$ cat config.mk
export PLATFORM = sky130hd
export DESIGN_NAME = wb_stage
export DESIGN_NICKNAME = d
export VERILOG_FILES = /design/src/rtl/wb_stage.sv
export SDC_FILE = /design/constraint.sdc
export NUM_CORES = 1
export LEC_CHECK = 0
export CAP_MARGIN = 20
export CORE_MARGIN = 3
export CORE_UTILIZATION = 41
export DETAILED_ROUTE_END_ITERATION = 8
export HOLD_SLACK_MARGIN = 0.02
export PLACE_DENSITY = 0.86
export SLEW_MARGIN = 5
export SYNTH_ARGS = -nofsm -noshare
export SYNTH_HDL_FRONTEND = slang
export SYNTH_SLANG_ARGS = --single-unit
$ cat constraint.sdc
create_clock -name clk -period 1.6 [get_ports clk]
set_input_delay 0.32 -clock clk [delete_from_list [all_inputs] [get_ports clk]]
set_output_delay 0.32 -clock clk [all_outputs]
set_load 0.02 [all_outputs]
$ cat src/rtl/wb_stage.sv
// MEM/WB pipeline register and write-back driver for the 16-bit register file and the T flag.
// Optional retire counter output is enabled by defining WB_RETIRE_COUNTER_EN.
module wb_stage #(
  parameter logic [3:0] MAX_INDEX = 4'd10,
  parameter int         DATA_W    = 16
) (
  input  logic              clk,
  input  logic              rst,
  input  logic              stall,
  input  logic              flush,
  input  logic              memValid,
  input  logic              memWriteReg,
  input  logic [3:0]        memWriteIndex,
  input  logic              memIsLoad,
  input  logic [DATA_W-1:0] memAluResult,
  input  logic [DATA_W-1:0] memReadData,
  input  logic              memWriteT,
  input  logic              memTValue,
  input  logic [3:0]        readIndexS,
  input  logic [3:0]        readIndexT,
  input  logic [3:0]        readIndexM,
  output logic              writeEnable,
  output logic [3:0]        writeIndex,
  output logic [DATA_W-1:0] dataToWrite,
  output logic              tWriteEnable,
  output logic              tToWrite,
  output logic              fwdHitS,
  output logic              fwdHitT,
  output logic              fwdHitM,
  output logic [DATA_W-1:0] fwdData,
  output logic              tFwdHit,
  output logic              badIndex
`ifdef WB_RETIRE_COUNTER_EN
  ,
  output logic [15:0]       retireCount
`endif
);

  function automatic logic is_legal(input logic [3:0] idx);
    return idx <= MAX_INDEX;
  endfunction

  logic              valid_p0;
  logic              write_reg_p0;
  logic [3:0]        index_p0;
  logic              is_load_p0;
  logic [DATA_W-1:0] alu_p0;
  logic [DATA_W-1:0] read_data_p0;
  logic              write_t_p0;
  logic              t_value_p0;
  logic              load_p0;

  assign load_p0 = !flush && !stall;

  // MEM -> WB latch
  always_ff @(posedge clk or negedge rst) begin
    if (!rst) begin
      valid_p0     <= 1'b0;
      write_reg_p0 <= 1'b0;
      index_p0     <= 4'd0;
      is_load_p0   <= 1'b0;
      alu_p0       <= '0;
      read_data_p0 <= '0;
      write_t_p0   <= 1'b0;
      t_value_p0   <= 1'b0;
      badIndex     <= 1'b0;
    end else if (flush) begin
      valid_p0 <= 1'b0;
    end else if (!stall) begin
      valid_p0     <= memValid;
      write_reg_p0 <= memWriteReg;
      index_p0     <= memWriteIndex;
      is_load_p0   <= memIsLoad;
      alu_p0       <= memAluResult;
      read_data_p0 <= memReadData;
      write_t_p0   <= memWriteT;
      t_value_p0   <= memTValue;
      if (memValid && memWriteReg && !is_legal(memWriteIndex))
        badIndex <= 1'b1;
    end
  end

`ifdef WB_RETIRE_COUNTER_EN
  always_ff @(posedge clk or negedge rst) begin
    if (!rst)
      retireCount <= 16'd0;
    else if (load_p0 && memValid)
      retireCount <= retireCount + 16'd1;
  end
`endif

  // WB drive: combinational from the latch, sampled by the register file on negedge
  logic gpr_commit;
  logic t_commit;

  assign gpr_commit   = valid_p0 && write_reg_p0 && is_legal(index_p0);
  assign t_commit     = valid_p0 && write_t_p0;

  assign dataToWrite  = is_load_p0 ? read_data_p0 : alu_p0;
  assign writeEnable  = !gpr_commit;
  assign writeIndex   = index_p0;
  assign tWriteEnable = !t_commit;
  assign tToWrite     = t_value_p0;

  assign fwdHitS      = gpr_commit && (index_p0 == readIndexS);
  assign fwdHitT      = gpr_commit && (index_p0 == readIndexT);
  assign fwdHitM      = gpr_commit && (index_p0 == readIndexM);
  assign fwdData      = dataToWrite;
  assign tFwdHit      = t_commit;

  logic unused_load;
  assign unused_load = load_p0;

endmodule

Yosys cells after proc, flatten, opt, wreduce, memory -nomap -nowiden
Cells that the tools add are included. W data, S select, Z words.

Word-level logic and storage cells: 33. Output and inout port bits: 44. Bits in registers: 42.

Reduce and logical (&&, ||, !) cells: 13. Muxes and demuxes: 3. Bitwise gates (word level): 2. Magnitude comparators: 2. Eq/ne operators: 4.

Operators by type and width (number): $mux W16 (1); $eq A4 B4 Y1 (3); $le A4 B4 Y1 const B (2); $logic_and A1 B1 Y1 (8); $logic_not A1 Y1 (3); $reduce_and A3 Y1 (1); $mux W1 (2); $ne A2 B1 Y1 const B (1); $not A1 Y1 (2); $reduce_and A2 Y1 (1).

Logic depth before layout (Yosys ltp)
Gate-level depths: netlist of run 1.

Depth after elaboration: 4. Gate-level depth with buffers: 4.

Worst setup path after synthesis of run 1
No wires, ideal clock.

Path kind: register to output. Start: register index_p0[3] (netlist: writeIndex[3]). End: output port fwdHitM. Path buffers: 1. Data arrival time: 1399 ps. Stages on the path, launching flop included: 5. Path slack: -119 ps. Cell sequence: dfrtp_1 > buf_2 > nand3_1 > nand4_1 > nor2_1.

Word-level cells in the longest chain between the ends: 3. Elaborated cells between the ends (all ways): 4. Classes of those cells: order compare (1); eq/ne (1); reduce/logical (2).

Ends and longest elaborated chain: from (decl) (line 45) `logic [3:0] index_p0;`; from (signal assigned) (line 72) `index_p0 <= memWriteIndex;`; $le A4 B4 Y1 (line 40) `return idx <= MAX_INDEX;`; $logic_and A1 B1 Y1 (line 96) `assign gpr_commit = valid_p0 && write_reg_p0 && is_legal(index_p0);`; $logic_and A1 B1 Y1 (*) (line 107) `assign fwdHitM = gpr_commit && (index_p0 == readIndexM);`; to (decl) (line 29) `output logic fwdHitM,`.

Every way passes the cells marked *; elsewhere a longest branch is shown, timed or not.

Worst setup path after layout of run 1
Start: register index_p0[0] (netlist: writeIndex[0]). End: output port fwdHitM.

The elaborated chain is that of the path after synthesis.

==> metrics.cfg, run 1 <==
[status]
outcome=finished with violations
violated_checks=negative setup slack

[synth]
synth_cell_type_count=17
synthesis.nets=210
yosys_register_bits=42
cells_after_synth=153
mappedNetlistArea_mm2=0.00209
synth_sequential_area_ratio_pct=50.2
syn_area_per_cell_um2=13.7
ys_warn_count=0

[global_route]
first_global_vias=1609
grt_remaining_overflow=0
number_of_antenna_violations_at_the_first_check_in_global_routing=0
global_route_wire_length_before_repair_um=8070
global_route.usage.total_pct=17.0
grt_start_max_net_pins=43

[setup_path]
worst_setup_path_end_kind=output port
rrSetupSlack_ns=0.57
worst_path_largest_cell_delay_ns=0.46
critical_path_cell_with_the_highest_stage_delay=dfrtp_2
worstSetupPathType=register to output port
timing.critical_path.cells=buf_12, xnor2_2, nand4_1, nor2_4, buf_6
startpoint_type=register
timing.critical_path.fanout_max=5
crit_buf_inv=2
worstPathRequired_ns=1.28
worstPathArrival_ns=1.45
critPathTopFamily=flip-flops

[cts]
cts-root-buf=clkbuf_8
htreeDepth=2
clock_sinks=42
clock_insertion_delay_worst_skew_ns=0.29
tritoncts=yes
cts-buffers-inserted=5
max-clock-path-buffers=2
worst_setup_hold_path_clk_slew_ns=0.08

[route]
route.vias.total=1548
wl_um=5170
final_antenna_net_count=0
dr.pass1.iters=3
dr.first_iter.drc_count=69
wl_per_cell_um=16.1
route.detailed.vias_per_inst=4.82
drc=0

[sta]
worst_slack_ns=-0.172
grt_setup_unrepaired=yes
timing.final.hold_violations=0
final_max_slew_viol_count=0
worst_clock_skew_ns=0
setup_viol=36
worstMarginPinSlew_ns=0.245
portion_of_the_clock_cycle_consumed_by_the_worst_path_in_the_final_layout_pct=111
period_needed_ns=1.77
maxSlewHeadroom_pct=83.6
tns_ns=-4.17
max_clock_freq_mhz=564

[layout]
fillers=368
fraction_of_final_layout_cells_sized_beyond_drive_strength_1_pct=53.5
area_delta_synth_final_pct=66.9
diodes=0
layout.nets=310

[floorplan]
fp.dieH_um=77.4
num_rows=25
die_area_mm2=0.00600
die_width_um=77.4
boundaryPins=101
start_util_pct=43.4
placeableCoreArea_mm2=0.00482

[pwr]
total_power_w=0.00374
power.ir.vdd_worst_uv=742
power_leakage_nw=1.54
power_density_mw_per_mm2=1070

[placement]
dp.final_hpwl_um=3560
io_buffer_count=100
finalWeightedCongestion=0.717
detailedPlace.worstSlack_ns=-0.549

[flow_run]
max_cap_violations=0

[worst_hold_path]
hold_path_class=register to register

==> worst reg2reg max path, cell delays in order, from the launching register on <==
cell	delay [ns]
dfrtp_2	0.47
clkbuf_16	0.19
mux2_2	0.26
==> what timing repair did <==
item                       4_1_cts  5_1_grt
buffers inserted                 4        3
hold endpoints to repair        42        0
gates resized for setup        156       94
gates cloned                     0        2
setup endpoints to repair       42       40
hold buffers                     1        0
pin swaps                        9        3
==> path summary, 6_finish.rpt <==
path	startpoint	to	depth (start not counted)
worst max-delay path	writeIndex[0]	fwdHitM	5
worst min-delay path	badIndex	badIndex	1
worst max register to register	is_load_p0	is_load_p0	2
worst min register to register	badIndex	badIndex	1
max in group asynchronous	rst	writeIndex[1]	3
min in group asynchronous	rst	read_data_p0[1]	3
==> Yosys cell counts (all sizes together) <==
cell,count,area [µm²]
nand3,1,5.00
dfrtp,42,1050
o21bai,1,7.51
inv,1,3.75
nand2,2,7.51
nor2,5,26.3
buf,25,196
mux2i,1,10.0
a21oi,1,5.00
mux2,56,638
clkbuf,1,5.00
nand4,5,31.3
xnor2,12,105
==> where the power goes <==
| part | internal, W | leakage, nW | switching (W) |
|---|---|---|---|
| clock network | 0.000459 | 0.0579 | 0.000360 |
| logic | 0.000932 | 0.992 | 0.000652 |
| registers | 0.00122 | 0.489 | 0.000112 |
==> placed cells by master (no fill, tap or decap), types with 7 or more instances in the layout <==
| cell | synthesis | routed |
|---|---|---|
| mux2_2 | 54 | 38 |
| mux2_4 | 2 | 18 |
| dfrtp_1 | 42 | 37 |
| buf_6 | 5 | 38 |
| xnor2_1 | 12 | 7 |
| buf_4 | 16 | 7 |
| clkdlybuf4s50_1 | 0 | 55 |
==> routing by layer <==
layer  up-vias  part of all wire [%]  track usage, %  routed length (µm)
met1       756                    39            19.7                2000
met3         4                   9.3            5.68                 479
li1        713                     -               -                   -
met5         -                     0               0                   0
met2        75                    51            30.1                2640
met4         0                  0.87            4.27                  45
==> kinds of logic after synthesis <==
| group | after synthesis | synth area share [%] |
|---|---|---|
| mux | 57 | 31.0 |
| compound gates | 2 | 0.598 |
| simple gates | 13 | 3.35 |
| xor+xnor | 12 | 5.02 |
| buf+inv | 27 | 9.81 |
| flops | 42 | 50.2 |
==> final cells by class <==
| type | count | area [µm²] | area share (%) |
|---|---|---|---|
| repair buffers | 119 | 1280 | 36.6 |
| flip-flops and latches | 42 | 1060 | 30.3 |
| multi-input cells | 84 | 961 | 27.5 |
| well taps | 67 | 83.8 | 2.40 |
| clock buffers | 5 | 68.8 | 1.97 |
| clock inverters | 3 | 40.0 | 1.15 |
| inverters | 1 | 3.75 | 0.108 |
==> sequential cells by signal, summed over array words and instances, names as in the netlist <==
signal / count
tToWrite: 1
read_data_p0: 16
write_reg_p0: 1
writeIndex: 4
valid_p0: 1
is_load_p0: 1
alu_p0: 16
badIndex: 1
write_t_p0: 1
==> through the flow <==
stage	hold slack [ns]	utilization, %	area, µm²	cells
final	0.494	72.5	3490	321
after global routing	0.528	72.5	3490	321
after CTS	0.484	65.3	3150	316
after detailed placement	0.310	64.8	3120	303
after global placement	0.310	64.8	3120	303
after floorplan	0.0244	-	2150	153
(Power assumes the default switching activity.)
==> run 2, diff against run 1 <==
Settings changed: CORE_ASPECT_RATIO from default to 1.4.
Clock period 1.6 ns to 1.95 ns, I/O delays scaled along.
==> metrics.cfg, run 2 (synthesized netlist as in run 1, its figures left out) <==
[setup_path]
worstPathRequired_ns=1.56  ; +0.28 ns
worst_path_largest_cell_delay_ns=0.40  ; -0.06 ns
rrSetupSlack_ns=1.00  ; +0.43 ns
timing.rr.start=is_load_p0
worst_r2r_path_depth=2  ; unchanged
r2r_endpoint=is_load_p0
timing.critical_path.fanout_max=14  ; +9
worstSetupPathType=register to output port
startpoint_type=register
critical_path_cell_with_the_highest_stage_delay=dfrtp_1
timing.critical_path.cells=buf_12, mux2_2, dlygate4sd2_1
worstPathArrival_ns=1.52  ; +0.07 ns
worst_setup_path_end_kind=output port

[global_route]
global_route.usage.total_pct=14.7  ; -2.3 points
first_global_vias=1538  ; -4.4%
grt_start_max_net_pins=31  ; -28%
grt_remaining_overflow=0  ; unchanged
number_of_antenna_violations_at_the_first_check_in_global_routing=0  ; unchanged
global_route_wire_length_before_repair_um=6890  ; -15%

[placement]
dpl-instance-area_mm2=0.00303  ; -2.9%
detailedPlace.worstSlack_ns=-0.249  ; +0.301 ns
finalWeightedCongestion=0.706  ; -1.6%
dp.final_hpwl_um=3380  ; -4.8%
io_buffer_count=100  ; unchanged

[route]
final_antenna_net_count=0  ; unchanged
route.vias.total=1472  ; -4.9%
dr.first_iter.drc_count=22  ; -68%
wl_um=4340  ; -16%
wl_per_cell_um=14.3  ; -11%
drc=0  ; unchanged
dr.pass1.iters=2  ; -1
route.detailed.vias_per_inst=4.84  ; +0.41%

[pwr]
p_switching_w=0.000805  ; -29%
power.switching_fraction_pct=30.9  ; +0.76 points
power.ir.vdd_worst_uv=611  ; -18%
part_of_the_power_in_the_clock_network_pct=21.5  ; -0.4 points
power_density_mw_per_mm2=852  ; -20%
total_power_w=0.00261  ; -30%
power_leakage_nw=1.26  ; -18%
power_frac_seq_pct=41.6  ; +5.9 points
power_report.internal_total_w=0.00180  ; -31%
combinational_power_share_pct=36.9  ; -5.5 points

[sta]
worst_slack_ns=0.0416  ; +0.214 ns
setup_viol=0  ; -100%
final_max_slew_viol_count=0  ; unchanged
max_clock_freq_mhz=524
period_needed_ns=1.91
portion_of_the_clock_cycle_consumed_by_the_worst_path_in_the_final_layout_pct=97.9
grt_setup_unrepaired=yes
maxSlewHeadroom_pct=67.2  ; -16 points
worst_clock_skew_ns=0  ; unchanged
worstMarginPinSlew_ns=0.493  ; +0.247 ns
whs_ns=0.0575  ; -0.436 ns
timing.final.hold_violations=0  ; unchanged

[floorplan]
placeableCoreArea_mm2=0.00488  ; +1.3%
die_width_um=66.4  ; -14%
fp.dieH_um=90.5  ; +17%
die_area_mm2=0.00601  ; +0.21%
start_util_pct=42.9  ; -0.56 points
boundaryPins=101  ; unchanged
num_rows=30  ; +20%

[layout]
layout.nets=296  ; -4.5%
final_core_util_pct=62.7  ; -9.7 points
area_delta_synth_final_pct=46.3
seqCellArea_mm2=0.00105  ; -0.24%
design_area_mm2=0.00306  ; -12%
fillers=404  ; +9.8%
fraction_of_final_layout_cells_sized_beyond_drive_strength_1_pct=35.4  ; -18 points
multi_input_area_um2=836  ; -13%
diodes=0  ; unchanged
mostFrequentLayoutCell=clkdlybuf4s50_1
most_used_cells_in_the_layout_excluding_fill_and_tap_cells=63 x clkdlybuf4s50_1, 54 x mux2_2, 39 x dfrtp_1, 21 x clkdlybuf4s15_1

[cts]
cts-buffers-inserted=5  ; unchanged
cts-root-buf=clkbuf_8
worst_setup_hold_path_clk_slew_ns=0.08  ; about the same
clock_insertion_delay_worst_skew_ns=0.28  ; about the same
clock_sinks=42  ; unchanged
max-clock-path-buffers=2  ; unchanged
htreeDepth=2  ; unchanged
post_cts_setup_repair_bufs=0  ; -4
tritoncts=yes
postCtsHoldBufs=0  ; -1

[status]
outcome=finished, final reports clean

[worst_hold_path]
hold_path_class=input pin to async pin

[flow_run]
max_cap_violations=0  ; unchanged

[run 2: cell count changes in the layout (fill, tap and decap cells not counted), sizes merged]
cell           delta
dlygate4sd2       -1
dlygate4sd3       -1
buf              -47
bufinv            -1
clkbuf           +10
clkdlybuf4s50     +8
clkdlybuf4s15    +21
clkinv            -1
dlymetal6s2s      -2
[run 2: worst max-delay path by stage]
stage,cells past startpoint,end,slack (ns),start
2_1_floorplan,4,fwdHitM,0.16,writeIndex[3]
3_3_place_gp,5,fwdHitM,-0.23,readIndexM[0]
3_5_place_dp,5,fwdHitM,-0.25,readIndexM[1]
4_1_cts,3,fwdData[0],0.007,is_load_p0
5_1_grt,3,fwdData[3],-0.03,is_load_p0
6_report,3,fwdData[3],0.04,is_load_p0
[run 2: per-stage QoR]
stage	TNS [ns]	std cells
6_report	0	304
5_1_grt	-0.0673	304
4_1_cts	0	304
3_5_place_dp	-0.730	296
3_3_place_gp	-0.664	296
2_1_floorplan	0	153
[run 2: what timing repair did]
action | 4_1_cts | 5_1_grt
setup endpoints to repair | 36 | 34
pin swaps | 0 | 0
gates resized for setup | 42 | 42
[run 2: power groups by stage]
stage,logic (W),clock network [W],registers [W]
3_5_place_dp,0.00107,0,0.00110
3_3_place_gp,0.00106,0,0.00110
5_1_grt,0.00102,0.000637,0.00111
2_1_floorplan,0.000663,0,0.00108
4_1_cts,0.000967,0.000589,0.00109
6_report,0.000962,0.000559,0.00109
[run 2: layout make-up]
class                      instances  area share, %
inverter                           1          0.123
timing repair buffer             105           32.5
tap                               64           2.62
sequential                        42           34.5
clock buffer                       7           2.82
clock inverter                     1          0.164
multi-input combinational         84           27.3
[run 2: worst max-delay path, delay by kind of cell, from the launching register on]
| family | cells | cell delay, ns |
|---|---|---|
| buf+inv | 2 | 0.49 |
| flops | 1 | 0.40 |
| mux | 1 | 0.34 |
[run 2: metal layers]
metal  track usage, %  part of all wire (%)  vias to the layer above
met3             5.48                    10                        4
met4             4.07                  0.88                        0
met5                0                     0                        -
li1                 -                     -                      683
met1             15.6                    37                      716
met2             26.4                    52                       69
